`config.mk`:
```
export PLATFORM = sky130hd
export DESIGN_NAME = memory_stage
export DESIGN_NICKNAME = d
export VERILOG_FILES = /design/src/rtl/memory_stage.sv
export SDC_FILE = /design/constraint.sdc
export NUM_CORES = 1
export LEC_CHECK = 0
export ABC_AREA = 1
export BUFFER_PORTS_ARGS = -buffer_cell sky130_fd_sc_hd__buf_4
export CAP_MARGIN = 25
export CORE_MARGIN = 10
export CORE_UTILIZATION = 45
export DETAILED_ROUTE_END_ITERATION = 12
export PLACE_DENSITY = 0.81
export RECOVER_POWER = 25
export SETUP_SLACK_MARGIN = 0.1
export SYNTH_ARGS = -nofsm -noshare
export SYNTH_HDL_FRONTEND = slang
export SYNTH_SLANG_ARGS = --single-unit
export TNS_END_PERCENT = 1
```
`constraint.sdc`:
```
create_clock -name clk -period 1.67 [get_ports clk]
set_input_delay 0.334 -clock clk [delete_from_list [all_inputs] [get_ports clk]]
set_output_delay 0.334 -clock clk [all_outputs]
set_load 0.05 [all_outputs]
```
`src/rtl/memory_stage.sv`:
```
// MEM stage of the 16-bit core: drives the data-memory req/done handshake,
// stalls upstream while an access is outstanding, and loads the MEM/WB register.
module memory_stage #(
  parameter int TIMEOUT = 16
) (
  input  logic        clk,
  input  logic        rst,
  input  logic [15:0] aluOut,
  input  logic [15:0] reg2Data,
  input  logic        memEn,
  input  logic        memWrt,
  input  logic        regWrt,
  input  logic        halt,
  input  logic        errIn,
  input  logic [2:0]  regWrtSrc,
  input  logic [2:0]  writeReg,
  input  logic [15:0] setVal,
  input  logic [15:0] nextPc,
  output logic        dmemReq,
  output logic        dmemWr,
  output logic [15:0] dmemAddr,
  output logic [15:0] dmemWrData,
  input  logic [15:0] dmemRdData,
  input  logic        dmemDone,
  output logic        stall,
  output logic [15:0] memDataOut,
  output logic [15:0] aluOutOut,
  output logic [15:0] setValOut,
  output logic [15:0] nextPcOut,
  output logic        regWrtOut,
  output logic        haltOut,
  output logic        errOut,
  output logic [2:0]  regWrtSrcOut,
  output logic [2:0]  writeRegOut
);

  typedef enum logic [1:0] {S_IDLE, S_WAIT, S_HALTED} state_e;

  state_e      state_q;
  logic [7:0]  cnt_q;

  logic        is_idle, is_wait;
  logic        misal, tmo, complete, passthru, load;
  logic [15:0] rd_d;

  assign is_idle    = (state_q == S_IDLE);
  assign is_wait    = (state_q == S_WAIT);
  assign misal      = memEn & aluOut[0];

  assign dmemReq    = (is_idle & memEn & ~misal) | is_wait;
  assign dmemWr     = memWrt;
  assign dmemAddr   = aluOut;
  assign dmemWrData = reg2Data;

  assign tmo        = is_wait & (cnt_q == 8'(TIMEOUT - 1)) & ~dmemDone;
  assign stall      = dmemReq & ~dmemDone & ~tmo;
  assign complete   = dmemReq & (dmemDone | tmo);
  assign passthru   = is_idle & (~memEn | misal);
  assign load       = passthru | complete;

  // Read data is only meaningful for a read that really finished via done.
  assign rd_d       = (complete & dmemDone & ~memWrt) ? dmemRdData : 16'h0000;

  always_ff @(posedge clk) begin
    if (rst) begin
      state_q      <= S_IDLE;
      cnt_q        <= '0;
      memDataOut   <= '0;
      aluOutOut    <= '0;
      setValOut    <= '0;
      nextPcOut    <= '0;
      regWrtOut    <= 1'b0;
      haltOut      <= 1'b0;
      errOut       <= 1'b0;
      regWrtSrcOut <= '0;
      writeRegOut  <= '0;
    end else if (load) begin
      memDataOut   <= rd_d;
      aluOutOut    <= aluOut;
      setValOut    <= setVal;
      nextPcOut    <= nextPc;
      regWrtOut    <= regWrt & ~misal & ~tmo;
      haltOut      <= halt;
      errOut       <= errIn | misal | tmo;
      regWrtSrcOut <= regWrtSrc;
      writeRegOut  <= writeReg;
      cnt_q        <= '0;
      state_q      <= halt ? S_HALTED : S_IDLE;
    end else begin
      // Bubble: kill control bits, data fields hold. HALTED lands here every cycle.
      regWrtOut <= 1'b0;
      haltOut   <= 1'b0;
      errOut    <= 1'b0;
      if (is_idle) begin
        state_q <= S_WAIT;
        cnt_q   <= 8'd1;
      end else if (is_wait) begin
        cnt_q   <= cnt_q + 8'd1;
      end
    end
  end

endmodule
```
After elaboration in Yosys (flattened, before gate mapping)
Cells that the tools add are included.
{"block": "totals", "mem_count": 0, "word_cells": 52, "in_bits": 94, "mem_bits_rw": 0, "reg_bits": 83, "latch_bits": 0, "mem_bits_ro": 0}
{"block": "classes", "reduce_logical": 6, "n_div": 0, "muxes": 6, "n_shift": 0, "mul": 0, "n_addsub": 1, "bitwise": 25, "n_lt_le_gt_ge": 0, "n_eq_ne": 2}
{"op": "2-to-1 mux 16 bit", "count": 1}
{"op": "AND 1 bit", "count": 13}
{"op": "adder 8 x 1 -> 8 bit (second input constant)", "count": 1}
{"op": "equality test 8 x 4 -> 1 bit (second input constant)", "count": 1}
{"op": "2-to-1 mux 2 bit", "count": 3}
{"op": "inverter 1 bit", "count": 6}
{"op": "OR 1 bit", "count": 6}
{"op": "nonzero test 2 bit", "count": 2}
{"op": "OR reduction 2 bit", "count": 2}
{"op": "OR reduction 3 bit", "count": 1}
{"op": "equality test 2 x 1 -> 1 bit (second input constant)", "count": 1}
{"op": "logical NOT 2 bit", "count": 1}
{"op": "2-to-1 mux 1 bit", "count": 2}

Longest topological paths before layout
{"block": "depth", "word_depth": 8, "ltp_mapped": 10}

Worst setup path after synthesis
OpenSTA, ideal clock, no wires.
{"block": "synth_timing", "path_kind": "flip-flop to output port", "startpoint": "register cnt_q[0]", "endpoint": "output port stall", "t_arrival_ns": 1.735, "path_stages_with_launch": 9, "slack_ns": -0.399, "cell_sequence": "dfxtp_1 > ha_1 > nand3_4 > nor2_4 > nand2_2 > nand2_4 > buf_8 > buf_6 > nor2_1"}
{"block": "synth_between", "elab_chain_cells": 5}
{"item": "from (decl)", "line": "40", "rtl": "logic [7:0] cnt_q;"}
{"item": "from (signal assigned)", "line": "98", "rtl": "cnt_q <= cnt_q + 8'd1;"}
{"item": "equality test 8 x 4 -> 1 bit", "line": "55", "rtl": "assign tmo = is_wait & (cnt_q == 8'(TIMEOUT - 1)) & ~dmemDone;"}
{"item": "AND 1 bit (2 in series)", "line": "55"}
{"item": "inverter 1 bit", "line": "56", "rtl": "assign stall = dmemReq & ~dmemDone & ~tmo;"}
{"item": "AND 1 bit", "line": "56"}
{"item": "to (decl)", "line": "25", "rtl": "output logic stall,"}
No other way between the ends.

Worst setup path in the final report
{"block": "layout_timing", "startpoint": "register cnt_q[1]", "endpoint": "output port stall"}
Same word-level chain as after synthesis.

==> impl_metrics.json <==
{
  "rsz0062_at_grt": "true",
  "clk_latency_ps": 330,
  "drt_iter0_drc": 156,
  "swShare_pct": 33.17,
  "drt_drc_violations_left": 0,
  "power_w": 0.004999,
  "clock_tree_from_tritoncts": "yes",
  "antenna_found_initial": 0,
  "crit_arrival_ps": 1380,
  "postCtsHoldBufs": 0,
  "clock_tree.root_cell": "clkbuf_8",
  "synth.yosys.warnings": 0,
  "cp-end-kind": "output pin",
  "run_status": "complete, but fails checks",
  "hpwlAfterDp_um": 8148,
  "grt_pass1_wl_um": 17920,
  "die_height_um": 110.6,
  "total_negative_setup_slack_ps": -40.25,
  "htreeDepth": 3,
  "synth_common_cells": "87 x nand2_1, 83 x dfxtp_1, 77 x nand3_1",
  "post-synth-top-area-cell": "dfxtp_1",
  "fin_worst_skew_ps": 12.31,
  "mappedNetlistNets": 571,
  "power.density_mw_per_mm2": 987.7,
  "min-delay-path-class": "primary input to flip-flop",
  "synthDistinctLibCells": 24,
  "routed-via-count": 3673,
  "port-buffer-count": 169,
  "detailed_place.area_mm2": 0.004786,
  "postLayoutCoreUtil_pct": 64.49,
  "number_of_clock_buffers_inserted_by_tritoncts": 9,
  "yosys_register_bits": 83,
  "clockBufferDepth": 2,
  "startpoint_type": "flip-flop",
  "clk_pin_slew_worst_paths_ps": 80,
  "placeable_area_mm2": 0.007848,
  "violations": "setup timing",
  "synth_top_flop_cell": "dfxtp_1",
  "hold_violations": 0,
  "power.share.sequential_pct": 43.5,
  "starting_density_pct": 47.10,
  "viasPerCell": 5.159,
  "ys_async_sr_fraction_pct": 0,
  "combinationalPowerShare_pct": 27.4,
  "drt-wirelength-per-cell_um": 15.80,
  "nets": 702,
  "setup_violations": 1,
  "period_needed_ps": 1710,
  "finalHoldWorstSlack_ps": 181.4,
  "syn_area_per_cell_um2": 7.765,
  "critPathKind": "flip-flop to output pin",
  "netlist_instances": 476,
  "drive_gt1_share_pct": 33.61,
  "drtAntennaViolNets": 0,
  "site_rows": 32,
  "route.final.wire_length_um": 11250,
  "cts_sinks": 83,
  "final_worst_setup_slack_ps": -40.25,
  "final_cell_area_mm2": 0.005061,
  "clock_power_share_pct": 29.1,
  "design.die.area_mm2": 0.01224,
  "num_io_pins": 202,
  "diodes": 0,
  "power_leakage_nw": 2.568,
  "cap_violations": 0,
  "yosysTopAreaCellShare_pct": 44.96,
  "synth.yosys.seq_area_share_pct": 44.96,
  "max_freq_mhz": 584.7,
  "crit_path_max_fanout": 3,
  "drt_pass1_iterations": 5,
  "maxSlewViolCount": 0,
  "final.period_utilization_pct": 102.4,
  "die_width_um": 110.6,
  "switching_power_w": 0.001658,
  "syn2layout_area_growth_pct": 36.93,
  "grt_max_degree": 54,
  "groute.usage.overall_pct": 17.25,
  "post-synth-top-count-cell": "nand2_1",
  "timing.slew.headroom_pct": 58.40,
  "place_congestion": 0.7946,
  "cellInternalPower_w": 0.003341,
  "overflow": 0,
  "syn_area_mm2": 0.003696,
  "grt_pass1_vias": 3573,
  "number_of_synthesized_flops_with_an_enable_pin": 0,
  "power.ir.vdd_worst_v": 0.0006249,
  "synth_area_leaders": "dfxtp_1 45%, nand4_1 12%, nand3_1 10%, nand2_1 8.8%, buf_4 6.9%",
  "required_ps": 1340,
  "worst_slew_pin_slew_ps": 626.7
}
worst paths after layout:
check,endpoint,slack [ps],depth (start not counted),from
setup reg to reg,nextPcOut[8],60,11,cnt_q[1]
hold / removal,state_q[1],180,2,rst
hold reg to reg,writeRegOut[2],460,2,writeRegOut[2]
setup / recovery,stall,-40,7,cnt_q[1]
layer usage:
layer	wire [µm]	vias to the layer above	global-route usage [%]
met5	0	-	0
met4	290	0	7.772
met3	987	28	7.239
met2	5381	134	28.17
met1	4593	1689	19.11
li1	-	1822	-
final cells by class:
cell class / instances / area, µm²
multi-input cells: 290 / 1483
clock inverters: 2 / 35.03
repair buffers: 192 / 1454
inverters: 31 / 121.4
fillers: 712 / 2786
flip-flops and latches: 83 / 1675
well taps: 102 / 127.6
clock buffers: 12 / 165.2
kinds of logic after synthesis:
| logic type | Yosys count | synth area share [%] |
|---|---|---|
| XOR/XNOR | 4 | 0.9480 |
| flip-flops | 83 | 44.96 |
| adder cells (fa/ha/maj) | 1 | 0.3385 |
| AO/OA/AOI/OAI | 7 | 0.9478 |
| AND/OR/NAND/NOR | 278 | 36.76 |
| buffers and inverters | 103 | 16.05 |
stage by stage:
stage / std cells / setup WS (ps)
floorplan: 476 / 64.27
global placement: 687 / 126.7
detailed placement: 687 / 26.94
CTS: 707 / -69.20
global route: 712 / -122.8
finish: 712 / -40.25
worst max-delay path: stages, from the launching register on:
cell and delay (ps):
dfxtp_4 370, ha_4 130, nand3_4 70, nor2_4 120
nand2_2 80, nand2_4 90, nor2_4 40, buf_8 140
registers in the layout, summed over array words and instances, names as in the netlist, 2 cells and up:
| register | cells |
|---|---|
| aluOutOut | 16 |
| state_q | 2 |
| setValOut | 16 |
| memDataOut | 16 |
| regWrtSrcOut | 3 |
| nextPcOut | 16 |
| cnt_q | 8 |
| writeRegOut | 3 |
power groups by stage:
stage | combinational, W | clock, W | sequential [W]
after floorplan | 0.000581 | 0 | 0.00264
after global placement | 0.00134 | 0 | 0.00222
after detailed placement | 0.00136 | 0 | 0.00223
after CTS | 0.00139 | 0.00150 | 0.00218
after global routing | 0.00146 | 0.00157 | 0.00219
final | 0.00137 | 0.00145 | 0.00217
what timing repair did:
item                                    CTS  global route
pin swaps                                 4             4
buffers inserted                          6             5
endpoints found under the setup margin   54            85
resized for setup                        14             4
layout by cell type, fill, tap and decap left out, types with 4 or more instances in the layout:
| cell | count |
|---|---|
| buf_12 | 4 |
| nor2_1 | 35 |
| clkbuf_1 | 19 |
| clkbuf_8 | 12 |
| dfxtp_1 | 78 |
| inv_1 | 29 |
| nand3_1 | 77 |
| nand4_1 | 71 |
| a21oi_1 | 5 |
| nand2_1 | 85 |
| buf_4 | 163 |
No activity file was read; power rests on OpenSTA's default activity.
